$ cat config.mk
export PLATFORM = sky130hd
export DESIGN_NAME = restoring_div_8by4
export DESIGN_NICKNAME = d
export VERILOG_FILES = /design/src/rtl/div_pkg.sv /design/src/rtl/div_step.sv /design/src/rtl/restoring_div_8by4.sv
export SDC_FILE = /design/constraint.sdc
export NUM_CORES = 1
export LEC_CHECK = 0
export ABC_CLOCK_PERIOD_IN_PS = 2000
export CORE_ASPECT_RATIO = 1.75
export CORE_MARGIN = 3
export CORE_UTILIZATION = 51
export DETAILED_ROUTE_END_ITERATION = 10
export PLACE_DENSITY = 0.78
export SETUP_SLACK_MARGIN = 0.3
export SLEW_MARGIN = 25
export SYNTH_ARGS = -nofsm -noshare
export SYNTH_HDL_FRONTEND = slang
export SYNTH_SLANG_ARGS = --single-unit
$ cat constraint.sdc
create_clock -name clk -period 2 [get_ports clk]
set_clock_uncertainty 0.2 [all_clocks]
set_input_delay 0.4 -clock clk [delete_from_list [all_inputs] [get_ports clk]]
set_output_delay 0.4 -clock clk [all_outputs]
set_load 0.05 [all_outputs]
$ cat src/rtl/div_pkg.sv
// div_pkg
// Shared definitions for the restoring divider: default operand widths and
// the controller state encoding. Imported by restoring_div_8by4 and div_step.
package div_pkg;

  localparam int DVD_W_DEF = 8;  // dividend / quotient width
  localparam int DVS_W_DEF = 4;  // divisor / remainder width

  typedef enum logic [1:0] {
    IDLE = 2'd0,
    BUSY = 2'd1,
    DONE = 2'd2
  } state_t;

endpackage

$ cat src/rtl/div_step.sv
// div_step
// One combinational restoring-division step: shift the next dividend bit into
// the partial remainder, trial-subtract the divisor, keep the difference if it
// did not go negative.
//
// Ports:
//   r_in     [DVS_W-1:0]  partial remainder before the step
//   bit_in                next dividend bit (MSB first)
//   divisor  [DVS_W-1:0]  divisor
//   r_out    [DVS_W-1:0]  partial remainder after the step
//   q_bit                 quotient bit produced by the step
module div_step
  import div_pkg::*;
#(
  parameter int DVS_W = DVS_W_DEF
) (
  input  logic [DVS_W-1:0] r_in,
  input  logic             bit_in,
  input  logic [DVS_W-1:0] divisor,
  output logic [DVS_W-1:0] r_out,
  output logic             q_bit
);

  logic [DVS_W:0] trial;
  logic [DVS_W:0] diff;

  assign trial = {r_in, bit_in};
  assign diff  = trial - {1'b0, divisor};

  always_comb begin
    r_out = trial[DVS_W-1:0];
    q_bit = 1'b0;
    if (trial >= {1'b0, divisor}) begin
      // Difference fits in DVS_W bits whenever the trial is accepted, since
      // the partial remainder entering a step is always below the divisor.
      // With divisor=0 this truncation yields dividend low bits as remainder.
      r_out = diff[DVS_W-1:0];
      q_bit = 1'b1;
    end
  end

endmodule

$ cat src/rtl/restoring_div_8by4.sv
// restoring_div_8by4
// Sequential unsigned restoring divider, one quotient bit per clock, MSB first.
// A single div_step instance is reused every BUSY cycle.
//
// Build option: define DIV_ZERO_DETECT_EN to short-circuit divide-by-zero
// (IDLE->DONE in one cycle with dbz=1). Without it dbz is tied to 0 and a zero
// divisor runs through the normal DVD_W-step path.
//
// Ports:
//   clk        clock, rising edge
//   rst_n      synchronous active-low reset
//   start      request a division (accepted only while ready=1)
//   dividend   [DVD_W-1:0] sampled on the accepting edge
//   divisor    [DVS_W-1:0] sampled on the accepting edge
//   ready      high in IDLE
//   done       one-cycle pulse, results valid
//   quotient   [DVD_W-1:0] held until the next accepted start
//   remainder  [DVS_W-1:0] held until the next accepted start
//   dbz        divide-by-zero flag, valid with done
//
// state | meaning
// IDLE  | waiting for start, ready=1
// BUSY  | one restoring step per cycle, DVD_W cycles
// DONE  | done pulse, returns to IDLE next cycle
module restoring_div_8by4
  import div_pkg::*;
#(
  parameter int DVD_W = DVD_W_DEF,
  parameter int DVS_W = DVS_W_DEF
) (
  input  logic             clk,
  input  logic             rst_n,
  input  logic             start,
  input  logic [DVD_W-1:0] dividend,
  input  logic [DVS_W-1:0] divisor,
  output logic             ready,
  output logic             done,
  output logic [DVD_W-1:0] quotient,
  output logic [DVS_W-1:0] remainder,
  output logic             dbz
);

  localparam int CNT_W = (DVD_W > 1) ? $clog2(DVD_W) : 1;
  localparam logic [CNT_W-1:0] LAST_STEP = CNT_W'(DVD_W - 1);

  state_t           state, state_nxt;
  logic [CNT_W-1:0] cnt;
  logic [DVD_W-1:0] dvd_sh;   // remaining dividend bits shift out the top, quotient bits fill the bottom
  logic [DVS_W-1:0] dvs_q;
  logic [DVS_W-1:0] r_q;
  logic [DVS_W-1:0] r_nxt;
  logic             q_bit;
  logic             accept;
  logic             zero_div;

  assign accept = (state == IDLE) && start;

`ifdef DIV_ZERO_DETECT_EN
  assign zero_div = (divisor == '0);
`else
  assign zero_div = 1'b0;
`endif

  div_step #(.DVS_W(DVS_W)) u_step (
    .r_in    (r_q),
    .bit_in  (dvd_sh[DVD_W-1]),
    .divisor (dvs_q),
    .r_out   (r_nxt),
    .q_bit   (q_bit)
  );

  always_ff @(posedge clk) begin
    if (!rst_n) state <= IDLE;
    else        state <= state_nxt;
  end

  always_comb begin
    state_nxt = state;
    case (state)
      IDLE:    if (start) state_nxt = zero_div ? DONE : BUSY;
      BUSY:    if (cnt == LAST_STEP) state_nxt = DONE;
      DONE:    state_nxt = IDLE;
      default: state_nxt = IDLE;
    endcase
  end

  assign ready = (state == IDLE);
  assign done  = (state == DONE);

  always_ff @(posedge clk) begin
    if (!rst_n) begin
      cnt       <= '0;
      dvd_sh    <= '0;
      dvs_q     <= '0;
      r_q       <= '0;
      quotient  <= '0;
      remainder <= '0;
    end else if (accept) begin
      cnt    <= '0;
      dvd_sh <= dividend;
      dvs_q  <= divisor;
      r_q    <= '0;
      if (zero_div) begin
        quotient  <= '1;
        remainder <= dividend[DVS_W-1:0];
      end
    end else if (state == BUSY) begin
      cnt    <= cnt + 1'b1;
      dvd_sh <= {dvd_sh[DVD_W-2:0], q_bit};
      r_q    <= r_nxt;
      if (cnt == LAST_STEP) begin
        quotient  <= {dvd_sh[DVD_W-2:0], q_bit};
        remainder <= r_nxt;
      end
    end
  end

`ifdef DIV_ZERO_DETECT_EN
  logic dbz_q;
  always_ff @(posedge clk) begin
    if (!rst_n)      dbz_q <= 1'b0;
    else if (accept) dbz_q <= zero_div;
  end
  assign dbz = dbz_q;
`else
  assign dbz = 1'b0;
`endif

endmodule

Word level (Yosys, flattened, before mapping)
Cells that the tools add are included.
{ "totals": {"reg_bits": 33, "latchBits": 0, "ram_bits": 0, "mem_bits_ro": 0, "input_bits": 15, "output_inout_bits": 15, "word_cells": 30, "memories": 0} }
{ "classes": {"n_addsub": 2, "mul": 0, "div_mod_pow": 0, "magnitude_cmp": 1, "n_eq_ne": 5, "n_shift": 0, "mux": 7, "bitwise_logic": 2, "n_reduce_logical": 6} }
{ "op_table": {"columns": ["cell", "n"], "rows": [
  ["8-bit 2-to-1 mux", 2],
  ["5-bit by 4-bit >= comparator with 1-bit output", 1],
  ["2-bit 2-to-1 mux", 2],
  ["4-bit 2-to-1 mux", 1],
  ["2-bit case mux with 2 select lines", 1],
  ["4-bit subtractor", 1],
  ["3-bit by 1-bit adder with 3-bit output (second input constant)", 1],
  ["3-bit == test (second input constant)", 1],
  ["3-bit AND reduction", 1],
  ["2-bit by 1-bit == test with 1-bit output (second input constant)", 1],
  ["2-bit == test (second input constant)", 1],
  ["2-bit zero test", 1],
  ["2-bit by 1-bit inequality test with 1-bit output (second input constant)", 1],
  ["2-bit inequality test (second input constant)", 1],
  ["1-bit NOT", 2],
  ["2-bit AND reduction", 1],
  ["2-bit nonzero test", 1],
  ["2-bit OR reduction", 1],
  ["1-bit logical AND", 1],
  ["1-bit 2-to-1 mux", 1]
]} }

Depth between registers and ports, before layout
{ "logic_depth": {"word_depth": 4, "depth_mapped": 7} }

Hierarchy
Synthesis repeated with hierarchy kept, for this count alone.
{ "hier_totals": {"cells_unflattened": 175, "hier_area_um2": 1577.8} }
{ "by_module_without_submodules": {"columns": ["mod", "n_inst", "cells_per_inst", "area_per_inst_um2"], "rows": [
  ["restoring_div_8by4", 1, 147, 1353.8],
  ["div_step", 1, 28, 224.0]
]} }

Worst setup path after synthesis
Ideal clock, no wire load.
{ "synth_path": {"kind": "register -> register", "startpoint": "register dvd_sh[7]", "endpoint": "register remainder[2]", "setup_ns": 0.122, "t_arrival_ns": 1.471, "required_ns": 1.678, "path_slack_ns": 0.207, "stages_incl_launch_ff": 7, "path_buffers": 0, "synth_period_minus_slack_ns": 1.793, "path_cell_list": "dfxtp_1 -> inv_1 -> ha_1 -> nand4_1 -> nand2_1 -> or2_1 -> o311a_1"} }
{ "synth_between": {"elab_chain_len": 2} }
{ "synth_lines": {"columns": ["element", "line", "text"], "rows": [
  ["start: declaration", "restoring_div_8by4.sv:48", "logic [DVD_W-1:0] dvd_sh;"],
  ["start signal: assignment", "restoring_div_8by4.sv:100", "dvd_sh <= dividend;"],
  ["start signal: assignment", "restoring_div_8by4.sv:109", "dvd_sh <= {dvd_sh[DVD_W-2:0], q_bit};"],
  ["4-bit subtractor / 5-bit by 4-bit >= comparator with 1-bit output (equally long branches)", "div_step.sv:28, div_step.sv:33", null],
  ["4-bit 2-to-1 mux (*)", "div_step.sv:33", "if (trial >= {1'b0, divisor}) begin"],
  ["end signal: assignment", "restoring_div_8by4.sv:105", "remainder <= dividend[DVS_W-1:0];"],
  ["end signal: assignment", "restoring_div_8by4.sv:113", "remainder <= r_nxt;"],
  ["end: declaration", "restoring_div_8by4.sv:39", "output logic [DVS_W-1:0] remainder,"]
]} }
Every way passes the cells marked *; elsewhere a longest branch is shown, timed or not.
A chain may end at the register's enable or synchronous reset.

Worst setup path in the final report
{ "layout_path": {"startpoint": "register r_q[1]", "endpoint": "register remainder[2]"} }
{ "layout_between": {"elab_chain_len": 2} }
{ "layout_lines": {"columns": ["element", "line", "text"], "rows": [
  ["start: declaration", "restoring_div_8by4.sv:50", "logic [DVS_W-1:0] r_q;"],
  ["start signal: assignment", "restoring_div_8by4.sv:110", "r_q <= r_nxt;"],
  ["4-bit subtractor / 5-bit by 4-bit >= comparator with 1-bit output (equally long branches)", "div_step.sv:28, div_step.sv:33", null],
  ["4-bit 2-to-1 mux (*)", "div_step.sv:33", null]
]} }
Marked as above.

==> results.txt <==
Post-synthesis mux area share -> 0
Syn Area/Cell -> 8.32 sq um
TNS Setup -> 0 ns
Design Area, Final -> 2250 sq um
HP Class -> reg -> reg
Top cells by area, synth -> dfxtp_1 41%, nand2_1 6.5%, o21ai_0 5.6%
Antenna cell count -> 0
Grt met3 use -> 0.0612
Setup CP Type -> reg -> reg
Multi-input gate area -> 965 sq um
Status -> complete, no violations
TritonRoute pass-1 iters -> 4
GPL Wtd Cong -> 0.967
CTS sink count -> 33
PD cells -> 763 nW/um^2
Largest net degree at the start of global routing -> 26
Leakage power -> 0.869 nW
Max Slew Vio Count -> 0
Synth async-reset ratio -> 0
WL per Instance -> 15.5 um
Post-synthesis xor/xnor area fraction -> 0.0109
FF/Latch Area -> 681 sq um
Synth Net Count -> 215
Die height -> 80.2 um
Grt met2 use -> 0.403
Global-route wire length before repair -> 6.76 mm
Synth cell types -> 43
Post-DP Area -> 1950 sq um
Sequential area share after synthesis -> 0.411
Simple-gate share of the synthesized area -> 0.193
Mapped Area -> 1610 sq um
Clock Tree Buf Depth -> 2
Num CTS Buffers -> 5
Synth Area in Compound Gates -> 0.258
Clk Latency, worst-skew pair -> 0.29 ns
Initial antenna violation count -> 0
Post-Synthesis Cells -> 193
Area grow syn2layout -> 39.9%
Max-Cap Viols -> 0
Met1 global-route usage -> 0.228
Core ar. -> 2960 sq um
Final Net Count -> 255
Reg2reg end -> remainder[2]$_SDFFE_PN0P_
Starting Density -> 0.543
HPWL after DPL -> 2.90 mm
# fillers -> 210
Area share of the largest cell type after synthesis -> 0.411
Top-count cell post-synth -> dfxtp_1
Peak Freq -> 568 MHz
Drt via density -> 5.68
1st-iter DRT viols -> 37
H-tree depth -> 2
WHS Path Cells -> 2
Final number of hold-violating endpoints -> 0
Root buffer cell -> clkbuf_8
Cell taking the most area after synthesis -> dfxtp_1
Synth warn -> 0
Routed Antenna Nets -> 0
Critical Path Sink Type -> register
VDD IR max -> 560 uV
Worst hold start -> quotient[6]$_SDFFE_PN0P_
Final setup violation count -> 0
#FFs+latches synth -> 33
Worst Path Arrival -> 1.74 ns
GR peak layer -> met2
Grt total ovfl -> 0
Min Tclk post-route -> 1.76 ns
Worst-path clk slew -> 0.07 ns
Port bufs -> 28
Worst Hold End -> quotient[6]$_SDFFE_PN0P_
FF-to-FF Start -> r_q[1]$_SDFFE_PP0P_
Layout cell share with drive strength beyond 1 -> 0.325
R2R Setup Slk -> 0.24 ns
Req. time, crit path -> 1.98 ns
Total Wirelength -> 4.27 mm
Top cells by count, synth -> 33 x dfxtp_1, 28 x nand2_1, 18 x o21ai_0, 13 x nor2_1, 10 x a21oi_1
Std cell rows -> 26
Ys flop type -> dfxtp_1
Startpoint Class -> register
Post-synth EDFFs -> 0
Die width -> 48.4 um
Largest family of logic cells by synthesized area -> compound AO/OA/AOI/OAI gates
CTS tree -> yes
RSZ-0062 raised after global routing -> true
Reg2reg path depth -> 5
CP Max Fanout -> 4
Synth Area in Adders -> 0.0592
Via count -> 1,568
Vias in the first global route -> 1,518
# DRC -> 0
IO Pins -> 30
Die area -> 3890 sq um
# hold bufs at CTS -> 0
Crit share post-route -> 0.881
GR Util All Layers -> 0.227
[state kept, by name (all words and copies together), names as in the netlist]
| register | count |
|---|---|
| dvd_sh | 8 |
| quotient | 8 |
| dvs_q | 4 |
| r_q | 4 |
| remainder | 4 |
| cnt | 3 |
| state | 2 |
[worst max-delay path, cell delays in order (launching register included)]
cell and delay (ns):
dfxtp_4 0.37, ha_4 0.27, nand4_1 0.13, nand2_1 0.12, or2_4 0.28, o311a_1 0.28
[worst max-delay path by stage]
stage,from,end,depth (start not counted)
6_report,r_q[1]$_SDFFE_PP0P_,remainder[2]$_SDFFE_PN0P_,5
3_5_place_dp,start,dvd_sh[3]$_SDFFE_PN0P_,6
4_1_cts,dvs_q[1]$_SDFFE_PN0P_,remainder[2]$_SDFFE_PN0P_,6
5_1_grt,r_q[1]$_SDFFE_PP0P_,remainder[2]$_SDFFE_PN0P_,5
3_3_place_gp,dvd_sh[7]$_SDFFE_PN0P_,remainder[2]$_SDFFE_PN0P_,6
2_1_floorplan,state[1]$_SDFFE_PN0P_,done,2
[layout make-up]
class                           count  share of cell area
Clock buffer                        6              0.0323
Clock inverter                      2             0.00445
Inverter                           10              0.0184
Multi-Input combinational cell    138               0.429
Sequential cell                    33               0.303
Tap cell                           42              0.0234
Timing Repair Buffer               45               0.189
[layer usage]
metal,wire (um),part of all wire
met1,1590,0.37
met2,2280,0.53
met3,219,0.051
met4,177,0.042
met5,0,0
[cell usage in the layout (no fill, tap or decap), types with 5 or more instances in the layout]
cell type	netlist	final
nand2_1	28	28
buf_4	2	24
dfxtp_1	33	23
o21ai_0	18	16
clkdlybuf4s50_1	0	14
nor2_1	13	9
a21oi_1	10	9
o22ai_1	8	8
a21boi_1	7	7
dfxtp_2	0	7
inv_1	8	5
a21boi_0	5	5
nand3_1	5	5
clkbuf_8	0	5
[where the power goes]
group	internal (mW)	switching, mW	total, mW
combinational	0.250	0.245	0.495
clock	0.241	0.247	0.488
sequential	0.692	0.0391	0.731
total	1.18	0.532	1.71
[what timing repair did]
action,4_1_cts,5_1_grt
pin swaps,5,12
cloned,0,1
gates resized for setup,12,29
buffers inserted,6,1
endpoints found under the setup margin,15,20
[kinds of logic (layout without fill, tap and decap cells)]
group | Yosys count | count (layout)
AO/OA/AOI/OAI | 64 | 64
AND/OR/NAND/NOR | 64 | 64
flip-flops | 33 | 33
buffers and inverters | 22 | 63
adder cells (fa/ha/maj) | 7 | 7
XOR/XNOR | 2 | 2
other | 1 | 1
[through the flow]
step           std cells   util  total power [mW]  worst slack, ns  hold WS [ns]
6_report             276  0.759              1.71            0.239         0.255
3_3_place_gp         260  0.658              1.07            0.142         0.240
2_1_floorplan        193      -             0.968            0.257         0.240
4_1_cts              274  0.720              1.61            0.258         0.257
3_5_place_dp         260  0.658              1.09            0.104         0.247
5_1_grt              276  0.759              1.80            0.198         0.270
(Power assumes the default switching activity.)
